===== src/rtl/mem_port_arbiter.sv =====
// Shared memory bus arbiter between instruction fetch (IF) and load/store (MEM).
// Serialises one bus transaction at a time. MEM has priority, and a bounded
// streak counter lets a waiting fetch win after MAX_MEM_STREAK MEM grants.
module mem_port_arbiter #(
  parameter int unsigned ADDR_WIDTH     = 32,
  parameter int unsigned DATA_WIDTH     = 32,
  parameter int unsigned MAX_MEM_STREAK = 4
) (
  input  logic                    clk,
  input  logic                    rst_n,
  // fetch port
  input  logic                    if_req_i,
  input  logic [ADDR_WIDTH-1:0]   if_addr_i,
  input  logic                    if_flush_i,
  output logic                    if_done_o,
  output logic [DATA_WIDTH-1:0]   if_rdata_o,
  output logic                    if_stall_o,
  // load/store port
  input  logic                    mem_req_i,
  input  logic                    mem_we_i,
  input  logic [ADDR_WIDTH-1:0]   mem_addr_i,
  input  logic [DATA_WIDTH-1:0]   mem_wdata_i,
  input  logic [DATA_WIDTH/8-1:0] mem_be_i,
  output logic                    mem_done_o,
  output logic [DATA_WIDTH-1:0]   mem_rdata_o,
  output logic                    mem_stall_o,
  // shared bus
  output logic                    bus_req_o,
  output logic                    bus_we_o,
  output logic [ADDR_WIDTH-1:0]   bus_addr_o,
  output logic [DATA_WIDTH-1:0]   bus_wdata_o,
  output logic [DATA_WIDTH/8-1:0] bus_be_o,
  input  logic                    bus_gnt_i,
  input  logic                    bus_rvalid_i,
  input  logic [DATA_WIDTH-1:0]   bus_rdata_i
);

  localparam int unsigned BE_WIDTH     = DATA_WIDTH / 8;
  localparam int unsigned STREAK_WIDTH = $clog2(MAX_MEM_STREAK + 1);

  localparam logic [1:0] S_IDLE = 2'd0;
  localparam logic [1:0] S_REQ  = 2'd1;
  localparam logic [1:0] S_WAIT = 2'd2;

  localparam logic OWNER_IF  = 1'b0;
  localparam logic OWNER_MEM = 1'b1;

  logic [1:0]              state_q,  state_d;
  logic                    owner_q,  owner_d;
  logic                    killed_q, killed_d;
  logic [STREAK_WIDTH-1:0] streak_q, streak_d;
  logic                    bus_req_q,   bus_req_d;
  logic                    bus_we_q,    bus_we_d;
  logic [ADDR_WIDTH-1:0]   bus_addr_q,  bus_addr_d;
  logic [DATA_WIDTH-1:0]   bus_wdata_q, bus_wdata_d;
  logic [BE_WIDTH-1:0]     bus_be_q,    bus_be_d;

  logic if_elig;
  logic streak_full;
  logic mem_wins;
  logic if_wins;
  logic rsp_valid;

  // Arbitration terms; a flushed fetch is not eligible to win.
  always_comb begin
    if_elig     = if_req_i & ~if_flush_i;
    streak_full = (streak_q == STREAK_WIDTH'(MAX_MEM_STREAK));
    mem_wins    = mem_req_i & ~(streak_full & if_elig);
    if_wins     = if_elig & ~mem_wins;
    rsp_valid   = (state_q == S_WAIT) & bus_rvalid_i;
  end

  // Next-state and bus command logic.
  always_comb begin
    state_d     = state_q;
    owner_d     = owner_q;
    killed_d    = killed_q;
    streak_d    = streak_q;
    bus_req_d   = bus_req_q;
    bus_we_d    = bus_we_q;
    bus_addr_d  = bus_addr_q;
    bus_wdata_d = bus_wdata_q;
    bus_be_d    = bus_be_q;

    case (state_q)
      S_IDLE: begin
        killed_d = 1'b0;
        streak_d = (mem_wins & if_elig) ? streak_q + STREAK_WIDTH'(1) : '0;
        if (mem_wins) begin
          state_d     = S_REQ;
          owner_d     = OWNER_MEM;
          bus_req_d   = 1'b1;
          bus_we_d    = mem_we_i;
          bus_addr_d  = mem_addr_i;
          bus_wdata_d = mem_wdata_i;
          bus_be_d    = mem_be_i;
        end else if (if_wins) begin
          state_d    = S_REQ;
          owner_d    = OWNER_IF;
          bus_req_d  = 1'b1;
          bus_we_d   = 1'b0;
          bus_addr_d = if_addr_i;
          bus_be_d   = '1;
        end
      end
      S_REQ: begin
        if ((owner_q == OWNER_IF) && if_flush_i) killed_d = 1'b1;
        if (bus_gnt_i) begin
          state_d   = S_WAIT;
          bus_req_d = 1'b0;
        end
      end
      S_WAIT: begin
        if ((owner_q == OWNER_IF) && if_flush_i) killed_d = 1'b1;
        if (bus_rvalid_i) begin
          state_d  = S_IDLE;
          killed_d = 1'b0;
        end
      end
      default: begin
        state_d   = S_IDLE;
        bus_req_d = 1'b0;
      end
    endcase
  end

  // State and bus command registers with synchronous active-low reset.
  always_ff @(posedge clk) begin
    if (!rst_n) begin
      state_q     <= S_IDLE;
      owner_q     <= OWNER_IF;
      killed_q    <= 1'b0;
      streak_q    <= '0;
      bus_req_q   <= 1'b0;
      bus_we_q    <= 1'b0;
      bus_addr_q  <= '0;
      bus_wdata_q <= '0;
      bus_be_q    <= '0;
    end else begin
      state_q     <= state_d;
      owner_q     <= owner_d;
      killed_q    <= killed_d;
      streak_q    <= streak_d;
      bus_req_q   <= bus_req_d;
      bus_we_q    <= bus_we_d;
      bus_addr_q  <= bus_addr_d;
      bus_wdata_q <= bus_wdata_d;
      bus_be_q    <= bus_be_d;
    end
  end

  // Completion pulses follow the response strobe in the same cycle; a killed
  // or concurrently flushed fetch response is dropped.
  always_comb begin
    mem_done_o  = rsp_valid & (owner_q == OWNER_MEM);
    if_done_o   = rsp_valid & (owner_q == OWNER_IF) & ~killed_q & ~if_flush_i;
    mem_rdata_o = bus_rdata_i;
    if_rdata_o  = bus_rdata_i;
    mem_stall_o = mem_req_i & ~mem_done_o;
    if_stall_o  = if_req_i & ~if_done_o;
  end

  assign bus_req_o   = bus_req_q;
  assign bus_we_o    = bus_we_q;
  assign bus_addr_o  = bus_addr_q;
  assign bus_wdata_o = bus_wdata_q;
  assign bus_be_o    = bus_be_q;

endmodule


===== config.mk =====
export PLATFORM = sky130hd
export DESIGN_NAME = mem_port_arbiter
export DESIGN_NICKNAME = d
export VERILOG_FILES = /design/src/rtl/mem_port_arbiter.sv
export SDC_FILE = /design/constraint.sdc
export NUM_CORES = 1
export LEC_CHECK = 0
export ABC_AREA = 1
export BUFFER_PORTS_ARGS = -buffer_cell sky130_fd_sc_hd__buf_2
export CAP_MARGIN = 0
export CORE_AREA = 2 2 109 111
export DETAILED_ROUTE_END_ITERATION = 10
export DIE_AREA = 0 0 111 113
export GPL_TIMING_DRIVEN = 0
export PLACE_DENSITY = 0.83
export SLEW_MARGIN = 20
export SYNTH_ARGS = -nofsm -noshare
export SYNTH_HDL_FRONTEND = slang
export SYNTH_SLANG_ARGS = --single-unit

===== constraint.sdc =====
create_clock -name clk -period 2.18 [get_ports clk]
set_input_delay 0.654 -clock clk [delete_from_list [all_inputs] [get_ports clk]]
set_output_delay 0.654 -clock clk [all_outputs]
set_load 0.01 [all_outputs]

==> results list, run 1 <==
- The run finished with clean final reports.
* Proportion of power drawn by flip-flops and latches: 0.332
* # clock sinks: 77
- Worst reg2reg path depth: 9
* Fillers: 1108
- In this run the power spent charging and discharging nets is ~2200 µW.
* Setup repair after global routing missed its margin: no
- In the final routed layout, each cell accounts on average for between 10 and 15 µm.
* Pin count of the biggest net entering global routing: 17
* Count of state elements after synthesis: 77
- Wire segments on met3 add up to around 850 µm in the final route.
- The repair_antennas step left the layout with diodes totalling 0.
* Critical path startpoint: state_q[0]$_SDFFE_PN0P_
- Internal power comes to ~3700 µW.
- Post-route DRC: 0
- Actual slew at the worst max-slew pin: about 0.53 ns
- After detailed routing, no signal wire sits above met4.
* Deepest level of the CTS H-tree: 3
- After detailed routing, the met2 layer carries around 6300 µm of wire.
- The via count of the first global-routing pass was ~4200.
- Timing analysis after detailed placement gives a worst setup slack of -0.149 ns.
* Worst IR Drop VDD: 0.000554 V
* Endpoint arrival time on the critical path: around 1.4 ns
- TritonCTS created 9 clock buffers.
- Required time reported for the critical path endpoint: around 1.5 ns
* Top achievable clock speed: between 400 and 500 MHz
- In this run, the number of DRC markers left after iteration 0 of detailed routing was about 250.
- Measured along the x axis, the die boundary spans approximately 110 µm.
- The congestion estimate from routability-driven global placement came to about 0.83.
- Initial DRT Pass Iterations: 5
- The first global-routing pass estimated 19900 µm of wire.
- Switching share of power: 0.378
- CTS tree: done
* Area growth syn-to-layout: 40.5%
- Via count: 4640
- Clk buf depth: 2
* Max Cap Viol: 0
* Worst-path clk slew: roughly 0.060 ns
- Synthesis produced 587 cells.
- Leakage power figure: ~0.0033 µW
- The min-delay analysis places its worst path in the category reg -> reg.
- Power comes to about 5900 µW.
* Post-route setup slack: between 0.1 and 0.15 ns
- For the final routed database, the setup TNS stands at 0 ns.
- Area of all placed cells without fillers: approximately 6000 µm²
* Classification of the worst setup path: reg -> out
- After detailed routing, the number of vias per cell comes to between 4 and 5.
* Die boundary height: approximately 110 µm
- The net count of the finished layout is slightly below 1000.
- Clock network power share: 0.255
- Final wirelength: 12800 µm
- Buffers added to address setup during post-CTS repair amount to 0.
- The share of total power dissipated in combinational logic is 0.413.
- The number of placed instances, taps included, is 973.
* Fraction of the yosys area taken by sequential cells: 0.365
- In this run the power density over the cells is about 1000 nW/µm².
* Biggest fanout along the worst timing path: 3
* Final-report max-slew violation count: 0
* Warnings from Yosys: 0
- Mean instance size in the synthesized netlist: ~7 µm²
* Clock insertion delay at the later pin of the skew report: between 0.3 and 0.4 ns
* Layout Cells excl Fill: 987
- Placeable Area: 11300 µm²
- Worst-case clock skew: 0.00858 ns
- The cell sitting at the root of the clock tree is a sky130_fd_sc_hd__clkbuf_16.
- Slew Limit Headroom: 0.647
* Final antenna-violating net count: 0
- The total overflow left after global routing is 0.
- The worst setup path is captured at an output pin.
- Worst setup slack for register-to-register paths: 0.54 ns
- The number of different library cells used by synthesis comes to 24.
- DPL Wire Length: about 10000 µm
- Input and output buffers added on the ports amount to 243.
- The number of antenna violations at the first check in global routing is 0.
* Hold Buf Count CTS: 0
- Reg-to-reg startpoint: streak_q[0]$_SDFFE_PN0P_
- Minimum period implied by the final worst setup slack: approximately 2.1 ns
- The placed instances occupy a cell area of ~5600 µm².
- The initialized floorplan defines 39 standard-cell rows.
- The final count of hold timing violations came to 0.
* Initial Utilization: 0.375
- Of the available clock period, the critical path in the final layout requires 0.949.
- Synthesis produced a netlist with a net count of approximately 730.
- The endpoint identified for the worst register-to-register timing path is bus_be_o[0]$_SDFFE_PN0P_.
* Detailed-route wire length on metal 1: roughly 5400 µm
- The die covers 12500 µm².
- In this run the cell area of the synthesized design comes to approximately 4200 µm².
* I/O pin count: 278
- Tot GR Track Use: 0.196
- Final number of setup-violating endpoints: 0
* Crit start category: flop
- The most critical setup path has its endpoint at if_stall_o.
* Layout cells sized above 1: 0.447
-- placed cells by master (no fill, tap or decap), types with 2 or more instances in the layout --
master	n
sky130_fd_sc_hd__ha_1	5
sky130_fd_sc_hd__clkbuf_1	6
sky130_fd_sc_hd__clkinv_4	2
sky130_fd_sc_hd__dfxtp_1	77
sky130_fd_sc_hd__nor2_1	14
sky130_fd_sc_hd__nor3_1	2
sky130_fd_sc_hd__nand2_4	2
sky130_fd_sc_hd__nand3_1	60
sky130_fd_sc_hd__buf_6	9
sky130_fd_sc_hd__clkbuf_16	9
sky130_fd_sc_hd__nand2_2	3
sky130_fd_sc_hd__nand3_2	11
sky130_fd_sc_hd__a21oi_1	72
sky130_fd_sc_hd__buf_4	67
sky130_fd_sc_hd__buf_2	262
sky130_fd_sc_hd__buf_1	2
sky130_fd_sc_hd__nand2_1	111
sky130_fd_sc_hd__inv_2	3
sky130_fd_sc_hd__inv_1	78
sky130_fd_sc_hd__o21ai_0	5
sky130_fd_sc_hd__nand4_1	34
-- cell usage after synthesis (all sizes together) --
| cell type | number | area, µm² |
|---|---|---|
| a21oi | 72 | 360 |
| buf | 99 | 717 |
| clkbuf | 5 | 18.8 |
| dfxtp | 77 | 1540 |
| ha | 6 | 75.1 |
| inv | 82 | 310 |
| nand2 | 116 | 455 |
| nand3 | 71 | 410 |
| nand4 | 34 | 213 |
| nor2 | 15 | 63.8 |
| nor3 | 2 | 10.0 |
| nor4 | 1 | 6.26 |
| o21ai | 5 | 25.0 |
| or2 | 1 | 6.26 |
| xor2 | 1 | 8.76 |
-- cell type report --
type | instances | area, µm² | share of cell area
Multi-Input combinational cell | 324 | 1650 | 0.279
Sequential cell | 77 | 1540 | 0.260
Timing Repair Buffer | 243 | 1220 | 0.205
Buffer | 102 | 726 | 0.122
Inverter | 82 | 310 | 0.0523
Clock buffer | 11 | 243 | 0.0409
Tap cell | 143 | 179 | 0.0302
Clock inverter | 5 | 60.1 | 0.0101
-- worst min-delay path by stage --
stage / from / endpoint / slack [ns] / cells past startpoint
after floorplan: streak_q[0]$_SDFFE_PN0P_ / streak_q[0]$_SDFFE_PN0P_ / 0.46 / 2
after detailed placement: bus_req_o$_SDFFE_PN0P_ / bus_req_o$_SDFFE_PN0P_ / 0.44 / 2
after global routing: bus_req_o$_SDFFE_PN0P_ / bus_req_o$_SDFFE_PN0P_ / 0.46 / 2
final: bus_req_o$_SDFFE_PN0P_ / bus_req_o$_SDFFE_PN0P_ / 0.44 / 2
after global placement: bus_req_o$_SDFFE_PN0P_ / bus_req_o$_SDFFE_PN0P_ / 0.43 / 2
after CTS: bus_req_o$_SDFFE_PN0P_ / bus_req_o$_SDFFE_PN0P_ / 0.45 / 2
-- repair_timing --
item | CTS | global route
endpoints found under the setup margin | 3 | 3
pin swaps | 0 | 0
resized for setup | 1 | 4
-- power groups by stage --
stage                     logic, µW  registers (µW)  clock network (µW)
final                          2450            1970                1510
after global routing           2760            2020                1610
after CTS                      2460            1970                1550
after detailed placement       2450            1990                   0
after global placement         2420            1990                   0
after floorplan                1420            2150                   0
-- metal layers --
layer,vias to the layer above,track usage
li1,2318,-
met1,2113,0.242
met2,187,0.337
met3,22,0.0311
met4,0,0.0900
met5,-,0
-- flip-flops by register name, summed over array words and instances, names as in the netlist --
signal and flops:
state_q 2, bus_addr_o 32, bus_wdata_o 32, owner_q 1, bus_req_o 1, bus_we_o 1, bus_be_o 4, streak_q 3
killed_q 1
-- stage by stage --
step	utilization	hold WS, ns
after floorplan	-	0.456
after global placement	0.498	0.435
after detailed placement	0.498	0.437
after CTS	0.525	0.446
after global routing	0.526	0.464
final	0.526	0.440
-- critical path, cell delays in order (launching register included) --
cell	delay [ns]
sky130_fd_sc_hd__dfxtp_1	0.34
sky130_fd_sc_hd__inv_2	0.08
sky130_fd_sc_hd__ha_2	0.20
sky130_fd_sc_hd__nand2_2	0.10
sky130_fd_sc_hd__nor4_4	0.15
sky130_fd_sc_hd__nor2_1	0.07
sky130_fd_sc_hd__buf_2	0.14
-- cells by family after synthesis --
logic type	Yosys count	share of synthesized area
AND/OR/NAND/NOR	240	0.276
buffers and inverters	186	0.248
AO/OA/AOI/OAI	77	0.0913
flip-flops	77	0.365
adder cells (fa/ha/maj)	6	0.0178
XOR/XNOR	1	0.00208
(Power assumes the default switching activity.)
==> inputs of run 2 (changes only) <==
clock period = 2 ns   (was 2.18 ns; I/O delays follow)
==> results list, run 2 (synthesis results as in run 1) <==
* Result of the run: completed
* Areal power density over the cells: 1100 nW/µm²
- The congestion estimate from routability-driven global placement came to ~0.83.
- The die is about 110 µm tall.
* Deepest level of the CTS H-tree: 3
- Worst reg2reg path depth: 9
- During placement, the flow inserted port buffers numbering approximately 240.
- Worst setup slack after placement: -0.221 ns
- After detailed routing, the number of remaining DRC violations is 0.
* Slew Limit Headroom: 0.632
* Clk buf depth: 2
- The via count of the first global-routing pass is around 4300.
- Once detail routing completed, the nets flagged for antenna violations numbered 0.
* Area growth syn-to-layout: 42.0%
- Total power for the finished layout comes to between 6000 and 7000 µW.
- Across the routed clock network, the largest skew measured is about 0.0095 ns.
- Via count: about 4700
* Post-route setup slack: around 0.058 ns
* Worst Hold Depth: 2
* List of cells traversed by the critical path: inv_2 > ha_4 > nand2_4 > buf_4 > o21ai_2 > inv_1 > buf_2
- During I/O placement, the number of pins put on the boundary was roughly 280.
* WL per Instance: around 13 µm
- Endpoint arrival time on the critical path: 1.34 ns
- Final cycle utilization of the critical path: 0.971
- TritonCTS built the clock tree.
- For this configuration, the core starts out at a cell density of 0.375.
- The number of antenna diodes in the final layout is 0.
- At the pin with the least slew margin, the transition time is roughly 0.55 ns.
- Cell at the root of the clock tree: sky130_fd_sc_hd__clkbuf_16
- Worst IR Drop VDD: approximately 0.0006 V
- Area of all placed cells without fillers: 6000 µm²
- Crit start category: flop
* Tot GR Track Use: 0.197
* Die area: around 13000 µm²
* Worst-path clk slew: 0.06 ns
- The largest single stage delay on the critical path is about 0.33 ns.
- On the final layout, the worst hold slack is ~0.44 ns.
- Max Cap Viol: 0
- Pin count of the biggest net entering global routing: 17
- The worst path in the final design needs a cycle of 1.94 ns, including I/O delays and setup.
- Biggest fanout along the worst timing path: 2
- Leakage power figure: roughly 0.0033 µW
- The slowest stage of the critical path is the sky130_fd_sc_hd__dfxtp_2 cell.
- At the later pin of the worst-skew pair, clock insertion delay measures around 0.34 ns.
- Placeable Area: approximately 11000 µm²
- Total gr overflow: 0
- After the last flow step, the layout net total stands at slightly below 1000.
- Num rows: 39
* Initial DRT Pass Iterations: 6
* # clock sinks: between 70 and 80
* GRT busiest layer: met2
- In this run the cell area measured after placement is between 5000 and 6000 µm².
- DPL Wire Length: roughly 10000 µm
- Number of antenna violations at the first check in global routing: 0
- For met1 alone, demand over resource in global routing was 0.243.
- Top achievable clock speed: approximately 510 MHz
* Die W: between 100 and 150 µm
- Leading cell types in the layout, fill and taps excluded: 262 x sky130_fd_sc_hd__buf_2, 111 x sky130_fd_sc_hd__nand2_1, 78 x sky130_fd_sc_hd__inv_1
- Classification of the worst setup path: reg -> out
* Mean number of vias per cell: about 4.7
* Class of the tightest hold or removal check: reg -> reg
- Critical path buffers and inverters: 4
- In the global route stage, met2 resource usage came out at 0.342.
- The number of clock buffers added by TritonCTS is 9.
- Setup violations remaining at the end of the flow were counted as 0.
- The first global-routing pass estimated 20100 µm of wire.
- The worst setup path is captured at an output pin.
- The number of max-slew violations in the final report is 0.
- Of the cells placed in the final design, the portion with a size suffix greater than 1 is 0.454.
* Required time reported for the critical path endpoint: around 1.4 ns
* Most common cell after layout, fill and taps aside: sky130_fd_sc_hd__buf_2
* Detailed Route Iter0 Violations: ~250
* Depth of the critical timing path with buffers and inverters included: 7
- In the global route stage, met3 resource usage came out at 0.0311.
- Critical path's top delay family: buffers and inverters
* Final wirelength: about 13000 µm
- The final count of hold timing violations was 0.
## run 2: changes by cell type in the layout (fill, tap and decap cells not counted), sizes merged
cell,delta
buf,+6
## run 2: power by group
part / total, µW / switching (µW) / internal [µW]
Combinational: 2770 / 1640 / 1130
Clock: 1650 / 646 / 1000
Sequential: 2160 / 208 / 1950
Total: 6580 / 2490 / 4090
## run 2: what timing repair did
| action | 4_1_cts | 5_1_grt |
|---|---|---|
| hold buffers | 0 | 0 |
| pin swaps | 4 | 2 |
| gates resized for setup | 10 | 2 |
| buffers inserted | 4 | 1 |
| setup endpoints to repair | 3 | 3 |
## run 2: metal layers
layer / part of all wire / routed length [µm]
met2: 0.50 / 6450
met5: 0 / 0
met1: 0.42 / 5420
met4: 0.019 / 249
met3: 0.067 / 865
## run 2: tightest hold or removal path: stages (launching register included)
cell and delay, ns:
sky130_fd_sc_hd__dfxtp_1 0.30, sky130_fd_sc_hd__inv_1 0.04, sky130_fd_sc_hd__a21oi_1 0.05
## run 2: cell type report
cell class,instances,area [µm²]
fill,1100,5280
multi-input combinational,324,1670
sequential,77,1540
timing repair buffer,248,1250
buffer,103,733
inverter,82,310
clock buffer,11,243
tap,143,179
clock inverter,5,60.1
## run 2: worst paths after layout
path,slack [ns],startpoint,end
worst max-delay path,0.06,state_q[0]$_SDFFE_PN0P_,mem_stall_o
worst min-delay path,0.44,bus_req_o$_SDFFE_PN0P_,bus_req_o$_SDFFE_PN0P_
worst max register to register,0.21,state_q[0]$_SDFFE_PN0P_,bus_wdata_o[10]$_SDFFE_PN0P_
worst min register to register,0.44,bus_req_o$_SDFFE_PN0P_,bus_req_o$_SDFFE_PN0P_
## run 2: per-stage QoR
stage | setup TNS (ns) | instances | util
finish | 0 | 993 | 0.532
global route | -0.00474 | 993 | 0.532
CTS | -0.0214 | 992 | 0.531
detailed placement | -0.221 | 973 | 0.498
global placement | -0.230 | 973 | 0.498
floorplan | 0 | 587 | -
